`config.mk`:
```
export PLATFORM = sky130hd
export DESIGN_NAME = controller_sequencer
export DESIGN_NICKNAME = d
export VERILOG_FILES = /design/src/rtl/controller_sequencer.sv
export SDC_FILE = /design/constraint.sdc
export NUM_CORES = 1
export LEC_CHECK = 0
export ABC_AREA = 1
export ABC_CLOCK_PERIOD_IN_PS = 1600
export BUFFER_PORTS_ARGS = -buffer_cell sky130_fd_sc_hd__buf_2
export CAP_MARGIN = 0
export CORE_MARGIN = 3
export CORE_UTILIZATION = 26
export DETAILED_ROUTE_END_ITERATION = 7
export PLACE_DENSITY = 0.45
export SYNTH_ARGS = -nofsm -noshare
export SYNTH_HDL_FRONTEND = slang
export SYNTH_SLANG_ARGS = --single-unit
```
`constraint.sdc`:
```
create_clock -name CLK -period 1.6 [get_ports CLK]
set_input_delay 0.48 -clock CLK [delete_from_list [all_inputs] [get_ports CLK]]
set_output_delay 0.48 -clock CLK [all_outputs]
set_load 0.01 [all_outputs]
```
`src/rtl/controller_sequencer.sv`:
```
// controller_sequencer: microstep sequencer for the microcode ROM with flag latching,
// halt/single-step control, overrun watchdog and retired-instruction counter.
module controller_sequencer #(
    parameter int MAX_UOP  = 6,
    parameter int IDLE_UOP = 7,
    parameter int IC_WIDTH = 16
) (
    input  logic                CLK,
    input  logic                RESET,
    input  logic                RESET_uOP,
    input  logic                READ_FLAGS,
    input  logic                ALU_ZERO,
    input  logic                ALU_COUT,
    input  logic                HALT,
    input  logic                STEP,
    input  logic                CLR_FAULT,
    output logic [2:0]          uOP,
    output logic                ZERO_FLAG,
    output logic                COUT_FLAG,
    output logic                HALTED,
    output logic                FAULT,
    output logic [IC_WIDTH-1:0] INSTR_COUNT
);
    localparam logic [2:0] IDLE_U = 3'(IDLE_UOP);
    localparam logic [2:0] MAX_U  = 3'(MAX_UOP);
    typedef enum logic [1:0] {S_IDLE, S_RUN, S_HALT, S_FAULT} state_t;
    state_t     state, state_nx;
    logic [2:0] uop_nx;
    logic       stepping, stepping_nx, step_q, retire;
    always_comb begin
        state_nx    = state;
        uop_nx      = uOP;
        stepping_nx = stepping;
        retire      = 1'b0;
        case (state)
            S_IDLE: begin
                state_nx = HALT ? S_HALT : S_RUN;
                uop_nx   = HALT ? IDLE_U : 3'd0;
            end
            S_RUN: begin
                if (RESET_uOP) begin
                    retire      = 1'b1;
                    state_nx    = (HALT || stepping) ? S_HALT : S_RUN;
                    uop_nx      = (HALT || stepping) ? IDLE_U : 3'd0;
                    stepping_nx = 1'b0;
                end else if (uOP == MAX_U) begin
                    state_nx    = S_FAULT;
                    uop_nx      = IDLE_U;
                    stepping_nx = 1'b0;
                end else begin
                    uop_nx = uOP + 3'd1;
                end
            end
            S_HALT: begin
                // a fresh STEP edge wins over a simultaneous HALT release
                if ((STEP && !step_q) || !HALT) begin
                    state_nx    = S_RUN;
                    uop_nx      = 3'd0;
                    stepping_nx = STEP && !step_q;
                end
            end
            S_FAULT: state_nx = CLR_FAULT ? S_HALT : S_FAULT;
            default: begin
                state_nx = S_IDLE;
                uop_nx   = IDLE_U;
            end
        endcase
    end
    always_ff @(posedge CLK) begin
        if (RESET) begin
            state       <= S_IDLE;
            uOP         <= IDLE_U;
            stepping    <= 1'b0;
            step_q      <= 1'b0;
            ZERO_FLAG   <= 1'b0;
            COUT_FLAG   <= 1'b0;
            INSTR_COUNT <= '0;
        end else begin
            state    <= state_nx;
            uOP      <= uop_nx;
            stepping <= stepping_nx;
            step_q   <= STEP;
            if (READ_FLAGS) begin
                ZERO_FLAG <= ALU_ZERO;
                COUT_FLAG <= ALU_COUT;
            end
            if (retire) INSTR_COUNT <= INSTR_COUNT + 1'b1;
        end
    end
    assign HALTED = (state == S_HALT);
    assign FAULT  = (state == S_FAULT);
endmodule

```
[After elaboration in Yosys (flattened, before gate mapping)]
Cells that the tools add are included.
Storage, ports and cells
  bits in registers: 25
  logic and storage cells: 45
  output and inout bits: 23
Cells by class
  eq/ne operators: 6
  multiplexer cells: 19
  add/subtract/negate cells: 2
  reduce and logical (&&, ||, !) cells: 11
Operators with widths (number)
  adder 16 x 1 -> 16 bit, second input constant: 1
  2-to-1 mux 3 bit: 5
  2-to-1 mux 2 bit: 5
  one-hot mux 3 bit (3 select lines): 1
  one-hot mux 2 bit (4 select lines): 1
  2-to-1 mux 1 bit: 6
  equality test 2 bit, second input constant: 2
  AND reduction 2 bit: 2
  adder 3 x 1 -> 3 bit, second input constant: 1
  equality test 3 bit, second input constant: 1
  != test 3 bit, second input constant: 1
  AND reduction 3 bit: 1
  nonzero test 3 bit: 1
  equality test 2 x 1 -> 1 bit, second input constant: 1
  zero test 1 bit: 2
  zero test 2 bit: 1
  logical OR 1 bit: 2
  != test 2 x 1 -> 1 bit, second input constant: 1
  one-hot mux 1 bit (2 select lines): 1
  nonzero test 2 bit: 1
  logical AND 1 bit: 1

[Logic depth before layout (Yosys ltp)]
  depth in word-level cells: 5
  gate-level depth with buffers: 10

[Least setup slack after synthesis]
Ideal clock, no wire load.
  path kind: flip-flop to flip-flop
  from: register state[0]
  to: register uOP[1]
  path buffers: 0
  required time: 1.476 ns
  setup time: 0.124 ns
  period minus slack after synthesis: 1.440 ns
  arrival: 1.315 ns
  slack: 0.160 ns
  stages on the path, launching flop included: 11
  cells stage by stage: dfxtp_1 -> inv_1 -> ha_1 -> nand2_1 -> inv_1 -> nand2_1 -> nand2_1 -> inv_1 -> or2_2 -> nand2_1 -> nand2_1
On the way
  cells in the longest elaborated chain, start to end: 3
Ends and longest elaborated chain
  start: declaration: RTL line 27  | state_t state, state_nx;
  start signal: assignment: RTL line 79  | state <= state_nx;
  equality test 2 bit (*)
  named net HALTED: RTL line 20  | output logic HALTED,
  != test 2 x 1 -> 1 bit (no line) / nonzero test 3 bit (equally long branches)
  AND reduction 2 bit (no line)
  end signal: assignment: RTL line 80  | uOP <= uop_nx;
  end: declaration: RTL line 17  | output logic [2:0] uOP,
The timed path passes the listed nets; every way through them passes the cells marked *.
A chain may end at the register's enable or synchronous reset.

[Final worst setup path]
  from: register state[0]
  to: output port HALTED
On the way
  cells in the longest elaborated chain, start to end: 1
Ends and longest elaborated chain
  equality test 2 bit: RTL line 90  | assign HALTED = (state == S_HALT);
  end: declaration: RTL line 20
No other way between the ends.

==> results.toml <==
[power_and_ir_drop]
power_density_nw_per_um2 = 1080
irDropWorstVdd_mv = 0.586
p_leak_nw = 0.772

[floorplan]
die_y_um = 78.7
die_w_um = 78.7
io_pins = 32
start_util_pct = 28.0
core_area_um2 = 4910
die_area_um2 = 6190
rows = 25

[synthesis]
avgSynthCellArea_um2 = 6.90
muxShareOfSynthArea_pct = 0
ys_types = 27
yosysTopAreaCellShare_pct = 36.4
synth_top_family_by_area = "simple AND/OR/NAND/NOR gates"
synth_area_um2 = 1370
synthAdderAreaFrac_pct = 6.38
netlist.top_cell.by_area = "dfxtp_1"
syn_inst = 199
ys_seq_area_share_pct = 36.4
ys_top_cells_by_area = "dfxtp_1 (36%), nand2_1 (13%), nor2_1 (10%)"
synth-xor-area-share_pct = 1.28
synth-simple-area-share_pct = 38.0
synthesis.nets = 215
synth_compound_area_share_pct = 11.1
ys_ff_latch = 25
synth_warnings = 0

[clocking]
clkTransAtPathRegs_ns = 0.08
post_cts.repair.setup_buffers = 0
clock-sinks = 25
cts_hold_buf = 0
clock_path_buffers = 2
clock_latency_ns = 0.27
cts_tree = "yes"
root_buffer = "clkbuf_8"
cts_resized = 1
cts_buffers = 3
cts_max_level = 1

[sta]
drv_slew = 0
hold_viol_final = 0
min_period_ns = 1.50
fmax_mhz = 666
slew_headroom_pct = 68.1
fin_skew_ns = 0.00267
setup_violations = 0
worst_pin_slew_ns = 0.478
fin_crit_sh_pct = 93.8
finalSetupTns_ns = 0
setup_slack_ns = 0.0987

[worst_setup_path]
endpoint = "HALTED"
startpoint_type = "flip-flop"
startpoint = "state[0]$_SDFFE_PP0P_"
r2r_start = "state[1]$_SDFFE_PP0P_"
r2r_end = "INSTR_COUNT[14]$_SDFFE_PP0P_"
r2r_setup_slack_ns = 0.15
critPathArrivalTime_ns = 1.02
reg2reg_depth = 9
path_max_fanout = 5
crit_required_ns = 1.12
endpoint_kind = "primary output"
crit_type = "reg -> out"

[grt]
antenna_found_initial = 0
grt_max_degree = 15
grt_pass1_vias = 1201
gr-total-overflow = 0
grt_use_total_pct = 11.1
grt_pass1_wl_um = 5580

[drt]
drt_wl_total_um = 3260
via_per_inst = 4.33
via_count = 1302
route.detailed.drc = 0
drt_iter0_markers = 27
ant_nets = 0
dr.pass1.iters = 4
routedWlPerCell_um = 10.8

[layout]
flow.area_growth_from_synthesis_pct = 22.9
final_nets = 251
fin_util_pct = 34.4
final_cells = 301
final_area_um2 = 1690
drive_above_1_share_pct = 22.2
nFillCells = 564
antenna_cells = 0

[placement]
detailed_place_hpwl_um = 2530
dp.cells = 297
io_buffers = 31
gp_congestion = 0.799
post-place-ws_ns = 0.0688
dpl_cell_area_um2 = 1620

[status]
status = "finished clean"

[hold_path]
hp-start = "STEP"
hp-class = "in -> reg"

[flow_run]
maxCapViolCount = 0
[metal layers]
layer | vias up | part of all wire, % | GRT usage (%)
met5 | - | 0 | 0
met1 | 573 | 49 | 14.2
met4 | 0 | 0.71 | 2.62
met3 | 2 | 4.7 | 2.95
met2 | 26 | 45 | 18.5
li1 | 701 | - | -
[state kept, by name, summed over array words and instances (netlist names)]
register,cells
step_q,1
ZERO_FLAG,1
INSTR_COUNT,16
stepping,1
state,2
uOP,3
COUT_FLAG,1
[stage by stage]
step	hold slack [ns]	total power (W)
finish	0.436	0.00182
CTS	0.430	0.00183
global route	0.446	0.00199
global placement	0.472	0.00145
detailed placement	0.474	0.00145
floorplan	0.450	0.00124
[layout by cell type, fill, tap and decap left out, drive strengths merged]
master  synthesis  routed
buf             0      33
a21boi          1       1
or2             1       1
xor2            1       1
o21a            1       1
a31oi           1       1
dfxtp          25      25
inv            23      23
nor2           41      41
clkbuf          2       4
o21bai          3       3
nand2          51      51
nand3          10      10
a21oi          10      10
ha              7       7
o21ai          11      11
nand4           5       5
xnor2           1       1
nor3b           1       1
nor3            4       4
[synthesized netlist by cell type]
library cell	count
nor3b_1	1
nor3_1	3
o21bai_1	2
nand3_1	9
a31oi_1	1
clkbuf_1	2
nor2_4	2
nor2_8	1
nor2_1	37
xnor2_1	1
a21boi_0	1
nand2_4	1
nand2_2	1
o21bai_2	1
o21ai_0	11
ha_1	7
inv_1	23
nand2_1	49
dfxtp_1	25
a21oi_1	10
or2_2	1
nor3_2	1
xor2_1	1
nand4_1	5
o21a_1	1
nand3_4	1
nor2_2	1
[cell families after synthesis]
logic type,after synthesis
AND/OR/NAND/NOR,113
AO/OA/AOI/OAI,27
buffers and inverters,25
flip-flops,25
adder cells (fa/ha/maj),7
XOR/XNOR,2
[how the worst min path moves through the flow]
stage | end | slack [ns] | cells after the start
global placement | INSTR_COUNT[10]$_SDFFE_PP0P_ | 0.47 | 2
global route | step_q$_SDFF_PP0_ | 0.45 | 3
floorplan | stepping$_SDFFE_PP0P_ | 0.45 | 2
CTS | step_q$_SDFF_PP0_ | 0.43 | 3
finish | step_q$_SDFF_PP0_ | 0.44 | 3
detailed placement | INSTR_COUNT[10]$_SDFFE_PP0P_ | 0.47 | 2
[layout make-up]
| type | instances | area (um^2) | area share (%) |
|---|---|---|---|
| Tap cell | 67 | 83.8 | 4.97 |
| Inverter | 23 | 86.3 | 5.11 |
| Clock buffer | 4 | 45.0 | 2.67 |
| Timing Repair Buffer | 33 | 170 | 10.1 |
| Sequential cell | 25 | 503 | 29.8 |
| Multi-Input combinational cell | 149 | 800 | 47.4 |
[critical path, cell delays in order, from the launching register on]
cell and delay, ns:
dfxtp_2 0.36, inv_1 0.08, ha_4 0.18, buf_2 0.14
[report_power, final]
group / leakage [nW] / switching, W / internal (W)
clock: 0.0228 / 0.000195 / 0.000178
sequential: 0.204 / 0.0000759 / 0.000706
combinational: 0.545 / 0.000397 / 0.000271
total: 0.772 / 0.000667 / 0.00116
Note: power is estimated with default switching activity, not from simulation.
